### src/rtl/mac_share_scheduler.sv
// mac_share_scheduler: round-robin time-sharing of one MAC engine between N
// filter stages, sequencing tap index and first/last flags per granted job.
`default_nettype none

module mac_share_scheduler #(
    parameter int N  = 4,
    parameter int CW = 8
) (
    input  logic            clk,
    input  logic            rst,
    input  logic [N-1:0]    req,
    input  logic [N*CW-1:0] len,
    input  logic            clr_ovr,
    output logic [N-1:0]    grant,
    output logic            busy,
    output logic [CW-1:0]   tap_idx,
    output logic            first,
    output logic            last,
    output logic [N-1:0]    done,
    output logic [N-1:0]    overrun
);

    localparam int PW = (N > 1) ? $clog2(N) : 1;
    localparam logic [N-1:0] ONE = N'(1);

    typedef enum logic [1:0] {
        IDLE = 2'd0,
        RUN  = 2'd1,
        DONE = 2'd2
    } state_t;

    state_t          state;
    logic [N-1:0]    pending;
    logic [PW-1:0]   ptr;
    logic [PW-1:0]   owner;
    logic [CW-1:0]   tap_max;

    logic [PW-1:0]   win;
    logic            win_vld;
    logic [N-1:0]    win_oh;
    logic [N-1:0]    take;
    logic [CW-1:0]   win_len;

    // Scan downward so the candidate closest to the pointer is assigned last.
    always_comb begin
        logic [PW-1:0] idx;
        win     = ptr;
        win_vld = 1'b0;
        idx     = '0;
        for (int k = N - 1; k >= 0; k--) begin
            idx = PW'((int'(ptr) + k) % N);
            if (pending[idx]) begin
                win     = idx;
                win_vld = 1'b1;
            end
        end
    end

    assign win_oh  = ONE << win;
    assign take    = (state != RUN && win_vld) ? win_oh : '0;
    assign win_len = len[int'(win)*CW +: CW];

    always_ff @(posedge clk or negedge rst) begin
        if (!rst) begin
            state   <= IDLE;
            pending <= '0;
            overrun <= '0;
            ptr     <= '0;
            owner   <= '0;
            tap_max <= '0;
            grant   <= '0;
            busy    <= 1'b0;
            tap_idx <= '0;
            first   <= 1'b0;
            last    <= 1'b0;
            done    <= '0;
        end else begin
            // A request landing on its own grant edge re-queues rather than overruns.
            pending <= (pending & ~take) | req;
            overrun <= (overrun & ~{N{clr_ovr}}) | (req & pending & ~take);

            case (state)
                IDLE, DONE: begin
                    done <= '0;
                    if (win_vld) begin
                        state   <= RUN;
                        grant   <= win_oh;
                        owner   <= win;
                        busy    <= 1'b1;
                        tap_idx <= '0;
                        first   <= 1'b1;
                        last    <= (win_len <= CW'(1));
                        tap_max <= (win_len == '0) ? '0 : win_len - 1'b1;
                    end else begin
                        state <= IDLE;
                    end
                end
                RUN: begin
                    if (last) begin
                        state   <= DONE;
                        grant   <= '0;
                        busy    <= 1'b0;
                        first   <= 1'b0;
                        last    <= 1'b0;
                        tap_idx <= '0;
                        done    <= grant;
                        ptr     <= (owner == PW'(N - 1)) ? '0 : owner + 1'b1;
                    end else begin
                        tap_idx <= tap_idx + 1'b1;
                        first   <= 1'b0;
                        last    <= ((tap_idx + 1'b1) == tap_max);
                    end
                end
                default: state <= IDLE;
            endcase
        end
    end

endmodule

`default_nettype wire

### config.mk
export PLATFORM = sky130hd
export DESIGN_NAME = mac_share_scheduler
export DESIGN_NICKNAME = d
export VERILOG_FILES = /design/src/rtl/mac_share_scheduler.sv
export SDC_FILE = /design/constraint.sdc
export NUM_CORES = 1
export LEC_CHECK = 0
export ABC_AREA = 1
export CORE_MARGIN = 2
export CORE_UTILIZATION = 50
export DETAILED_ROUTE_END_ITERATION = 7
export GPL_TIMING_DRIVEN = 0
export MAX_ROUTING_LAYER = met4
export PLACE_DENSITY = 0.76
export RECOVER_POWER = 25
export SETUP_SLACK_MARGIN = 0.15
export SYNTH_ARGS = -nofsm -noshare
export SYNTH_HDL_FRONTEND = slang
export SYNTH_SLANG_ARGS = --single-unit
### constraint.sdc
create_clock -name clk -period 2.8 [get_ports clk]
set_clock_uncertainty 0.15 [all_clocks]
set_input_delay 0.56 -clock clk [delete_from_list [all_inputs] [get_ports clk]]
set_output_delay 0.56 -clock clk [all_outputs]
set_load 0.02 [all_outputs]
# Yosys cells after proc, flatten, opt, wreduce, memory -nomap -nowiden
# Index checks and enable logic that the tools add are counted.
# op_classes
n_reduce_logical	10
add_sub_neg	6
n_bitwise	8
magnitude_cmp	5
n_mux	37
n_shift	2
n_eq_ne	7
# op_table
cell	count
32-bit by 6-bit variable part select with 8-bit output	1
8-bit two-way mux	3
4-bit AND	4
4-bit two-way mux	4
4-bit case mux with 2 select lines	2
8-bit case mux with 2 select lines	1
1-bit two-way mux	13
2-bit by 3-bit less-than comparator with 1-bit output, second input constant	4
2-bit two-way mux	6
8-bit by 1-bit adder with 8-bit output, second input constant	1
1-bit binary-select mux with 2-bit select	4
8-bit equality test	1
8-bit by 1-bit <= comparator with 1-bit output, second input constant	1
8-bit logical NOT	1
4-bit inverter	2
4-bit bitwise OR	2
2-bit AND reduction	4
8-bit by 1-bit subtractor with 8-bit output, second input constant	1
1-bit case mux with 2 select lines	3
2-bit by 1-bit adder with 2-bit output, second input constant	2
2-bit adder, second input constant	2
2-bit equality test, second input constant	2
2-bit inequality test, second input constant	2
2-bit case mux with 2 select lines	1
other kinds (8)	8
# totals
input_bits	39
ff_bits	41
out_inout_bits	23
wordCells	87

# Logic depth before layout (Yosys ltp)
# depth
word_depth	12
ltp_mapped	22
mapped_depth_nobuf	21

# Worst setup path before layout
# OpenSTA, ideal clock, no wires.
# synth_timing
path_type	flip-flop to flip-flop
startpoint	register ptr[0]
endpoint	register last
slack_ns	0.503
setup_ns	0.130
t_arrival_ns	2.017
path_buffers	2
path_stages_with_launch	22
required_ns	2.520
synth_period_minus_slack_ns	2.297
path_cell_list	dfrtp_1 -> buf_6 -> inv_6 -> nand2_1 -> nand2_1 -> nand2_1 -> nand2_2 -> nand2_2 -> nand2_4 -> nand2_4 -> nand2_4 -> buf_6 -> nand3_1 -> nand2_1 -> nand2_1 -> nand2_2 -> inv_1 -> ha_1 -> o21ai_0 -> nor2_1 -> nand3_1 -> a31oi_1
# synth_via
elab_chain_len	11
elab_cells_between_ends	25
classes_between	add/sub: 3; order compare: 1; eq/ne: 1; shift: 1; mux: 18; reduce/logical: 1
# synth_lines
element	line	rtl
start: declaration	34	logic [PW-1:0] ptr;
start signal: assignment	107	ptr <= (owner == PW'(N - 1)) ? '0 : owner + 1'b1;
2-bit adder	51	idx = PW'((int'(ptr) + k) % N);
1-bit binary-select mux with 2-bit select	52	if (pending[idx]) begin
1-bit two-way mux (not written as such)	52	
2-bit two-way mux (4 in series)	52	
32-bit by 6-bit variable part select with 8-bit output	61	assign win_len = len[int'(win)*CW +: CW];
8-bit by 1-bit <= comparator with 1-bit output	92	last <= (win_len <= CW'(1));
1-bit two-way mux	85	if (win_vld) begin
1-bit case mux with 2 select lines	82	case (state)
end signal: assignment	92	
end signal: assignment	111	last <= ((tap_idx + 1'b1) == tap_max);
end: declaration	18	output logic last,
# Several ways; a longest one is shown, not always the timed one. The select of a mux whose other input is x is not followed.
# A chain may end at the register's enable or synchronous reset.

# Worst setup path after layout
# layout_timing
startpoint	register ptr[0]
endpoint	register tap_max[6]
# layout_via
elab_chain_len	10
elab_cells_between_ends	24
classes_between	add/sub: 4; shift: 1; mux: 17; reduce/logical: 2
# layout_lines
element	line	rtl
2-bit adder	51	
1-bit binary-select mux with 2-bit select	52	
1-bit two-way mux (not written as such)	52	
2-bit two-way mux (4 in series)	52	
32-bit by 6-bit variable part select with 8-bit output	61	
8-bit by 1-bit subtractor with 8-bit output / 8-bit logical NOT (equally long branches)	93	tap_max <= (win_len == '0) ? '0 : win_len - 1'b1;
8-bit two-way mux	93	
end signal: assignment	93	
end: declaration	36	logic [CW-1:0] tap_max;
# Several ways; a longest one is shown, not always the timed one. The select of a mux whose other input is x is not followed.

==> metrics.md <==
| Metric | Value |
|---|---|
| # setup viols final | 0 |
| Setup TNS | 0 ns |
| Layout cells sized above 1 | 0.180 |
| Post-synthesis sequential area ratio | 0.374 |
| Non-Filler Instances | 537 |
| # diodes | 0 |
| DR WL/cell | 11.8 um |
| Post-DP HPWL | 4840 um |
| Status | finished with violations |
| RSZ-0062 raised after global routing | true |
| Slew headroom | -0.416 |
| Port Buffer Count | 61 |
| Initial Util | 0.528 |
| Multi-input combinational cell area | 0.00152 mm^2 |
| Cell total after placement | 515 |
| Peak VDD IR | 1080 uV |
| Worst r2r path cells | 21 |
| Critical Path RT | 2.83 ns |
| Post-synth ARST share | 1.00 |
| Die Ht | 78.1 um |
| Routed WL | 6310 um |
| Worst hold start | owner[1] |
| FF+latch area | 0.00103 mm^2 |
| Max Root-Sink Buffers | 2 |
| Predominant post-synthesis flop cell | dfrtp_1 |
| Via count | 2703 |
| Fin. Hold Viols | 0 |
| Hold Path Sink | owner[1] |
| Post-Syn Area per Cell | 7.15 um^2 |
| Worst setup path class | flip-flop to flip-flop |
| Tot GR Track Use | 0.225 |
| Yosys warnings | 0 |
| Worst-Skew Late Latency | 0.30 ns |
| Cell Pwr Density | 1380 mW/mm^2 |
| Synth Instances | 384 |
| Leak | 1.87 nW |
| # rows | 26 |
| Worst reg2reg endpoint | tap_max[6] |
| Hold Buf Count CTS | 0 |
| Fin nets | 509 |
| Drt first pass iters | 4 |
| FMAX | 404 MHz |
| DRC | 0 |
| DRT antenna net count | 0 |
| Period utilization | 0.883 |
| Number of synthesized register bits | 41 |
| Hold Path Depth | 2 |
| CP max stage delay | 0.40 ns |
| H-Tree Depth | 2 |
| Num CTS Buffers | 5 |
| Mapped cell area | 0.00275 mm^2 |
| Library cells used by synthesis | 34 |
| Worst-path maximum fanout | 8 |
| First-pass GRT wire length | 11000 um |
| Clk slew on worst S/H paths | 0.07 ns |
| Least-Margin Pin Slew | 2.12 ns |
| Hold Crit Class | flip-flop to flip-flop |
| Largest net degree at the start of global routing | 42 |
| Final Max Slew Viols | 42 |
| Grt ovf | 0 |
| Number of synthesized flops with an enable pin | 0 |
| Max Cap Violations | 1 |
| Root Driver | clkbuf_8 |
| Syn nets | 427 |
| TritonCTS sink count | 41 |
| Core region area | 0.00520 mm^2 |
| Startpoint types | flip-flop |
| Slowest cell on the critical path | dfrtp_1 |
| Via-to-Cell Ratio | 5.03 |
| # fillers | 454 |
| Worst path cell trace | buf_6 > inv_8 > nand2_1 > nand2_2 > nand2_1 > nand2_2 > nand2_2 > nand2_4 > nand2_4 > nand2_4 > nand2_4 > buf_6 > nand2_1 > nand3_2 > nand2_2 > ha_4 > inv_1 > nor2_2 > nand3_1 > nand3_1 > nand2_1 |
| CTS tree | built |
| Crit. End Element | flip-flop |
| Antenna violations before repair | 0 |
| Reg-to-reg startpoint | ptr[0] |
| Reg-to-reg slack, setup | 0.33 ns |
| Layout area overhead | 37.7% |
| WP data arrival | 2.51 ns |
| Die area | 0.00610 mm^2 |
| Die extent in x | 78.1 um |
| Period minus WS final | 2.47 ns |
| Failing checks | capacitance limit, slew limit |
| Vias in the first global route | 2524 |
| Ports | 62 |
| Routability congestion estimate | 0.915 |
| Initial drt markers | 124 |
==> how the worst max path moves through the flow <==
| stage | slack, ns | endpoint | startpoint | cells past startpoint |
|---|---|---|---|---|
| after floorplan | 0.50 | last | ptr[0] | 21 |
| after global placement | 0.03 | tap_idx[2] | rst | 1 |
| after detailed placement | 0.20 | last | ptr[0] | 19 |
| after CTS | 0.18 | last | ptr[0] | 19 |
| after global routing | 0.08 | tap_max[6] | ptr[0] | 21 |
| final | 0.33 | tap_max[6] | ptr[0] | 21 |
==> cell usage in the layout (no fill, tap or decap), types with 2 or more instances in the layout <==
cell type and instances:
clkbuf_1 2, clkbuf_8 7, nand2_4 9, inv_2 3, xnor2_1 4, o22ai_1 16
nor2_4 5, ha_1 2, buf_6 4, clkdlybuf4s50_1 60, nor2_1 14, nor2_2 3
o21ai_0 10, o21ai_1 6, o31ai_1 3, ha_4 2, buf_4 16, nand3_1 40
o21ai_2 2, inv_1 57, nand2_1 109, nand2_2 19, dfrtp_1 41, nor3_1 2
nand4_1 5, xor2_1 8, nand3_2 6, buf_8 2
==> kinds of logic (layout without fill, tap and decap cells) <==
logic type | after synthesis | in the layout | synth area share
XOR/XNOR | 12 | 12 | 0.0383
AO/OA/AOI/OAI | 40 | 40 | 0.0866
AND/OR/NAND/NOR | 215 | 215 | 0.362
buffers and inverters | 72 | 155 | 0.121
adder cells (fa/ha/maj) | 4 | 4 | 0.0182
flip-flops | 41 | 41 | 0.374
==> metrics by stage <==
stage / power (mW) / hold WS [ns] / utilization / setup WS, ns / cell area [um^2]
2_1_floorplan: 3.45 / 0.114 / - / 0.503 / 2750
3_3_place_gp: 4.17 / 0.320 / 0.662 / 0.0337 / 3440
3_5_place_dp: 4.25 / 0.334 / 0.661 / 0.197 / 3440
4_1_cts: 4.69 / 0.263 / 0.680 / 0.179 / 3540
5_1_grt: 5.78 / 0.378 / 0.727 / 0.0814 / 3780
6_report: 5.23 / 0.352 / 0.727 / 0.327 / 3780
==> metal layers <==
layer	part of all wire	track usage	up-vias
li1	-	-	1383
met1	0.43	0.278	1210
met2	0.49	0.375	91
met3	0.048	0.0379	19
met4	0.030	0.0789	0
met5	0	-	-
==> critical path, delay by kind of cell, from the launching register on <==
family                     cells  cell delay (ns)
adders and majority gates      1             0.16
and+or+nand+nor               16             1.24
DFF                            1             0.40
buffers and inverters          4             0.41
==> flip-flops by register name, summed over array words and instances (netlist names) <==
| register | count |
|---|---|
| busy | 1 |
| done | 4 |
| first | 1 |
| grant | 4 |
| last | 1 |
| overrun | 4 |
| owner | 2 |
| pending | 4 |
| ptr | 2 |
| state | 2 |
| tap_idx | 8 |
| tap_max | 8 |
==> where the power goes <==
group / switching, mW / internal (mW)
clock network: 0.194 / 0.223
registers: 0.154 / 0.824
logic: 2.29 / 1.55
total: 2.64 / 2.59
==> cells in the mapped netlist (2+ instances only) <==
library cell	n	area, um^2
nand2_1	120	450
inv_1	58	218
nand3_1	45	225
dfrtp_1	41	1030
o22ai_1	16	100
nor2_1	15	56.3
nand2_2	13	81.3
o21ai_0	11	55.1
xor2_1	8	70.1
o21ai_1	6	30.0
buf_6	5	56.3
nand4_1	5	31.3
nor2_2	5	31.3
ha_1	4	50.1
nand2_4	4	45.0
xnor2_1	4	35.0
o31ai_1	3	22.5
buf_4	2	15.0
inv_2	2	7.51
nor2_4	2	22.5
nor3_1	2	10.0
==> layout make-up <==
cell class,instances,share of cell area
sequential,41,0.271
clock inverter,1,0.00132
inverter,62,0.0645
timing repair buffer,75,0.187
multi-input combinational,271,0.401
buffer,10,0.0268
clock buffer,7,0.0255
tap,70,0.0232
==> timing repair <==
item | 4_1_cts | 5_1_grt
setup buffers | 0 | 13
resized for setup | 0 | 38
setup endpoints to repair | 0 | 22
No activity file was read; power rests on OpenSTA's default activity.
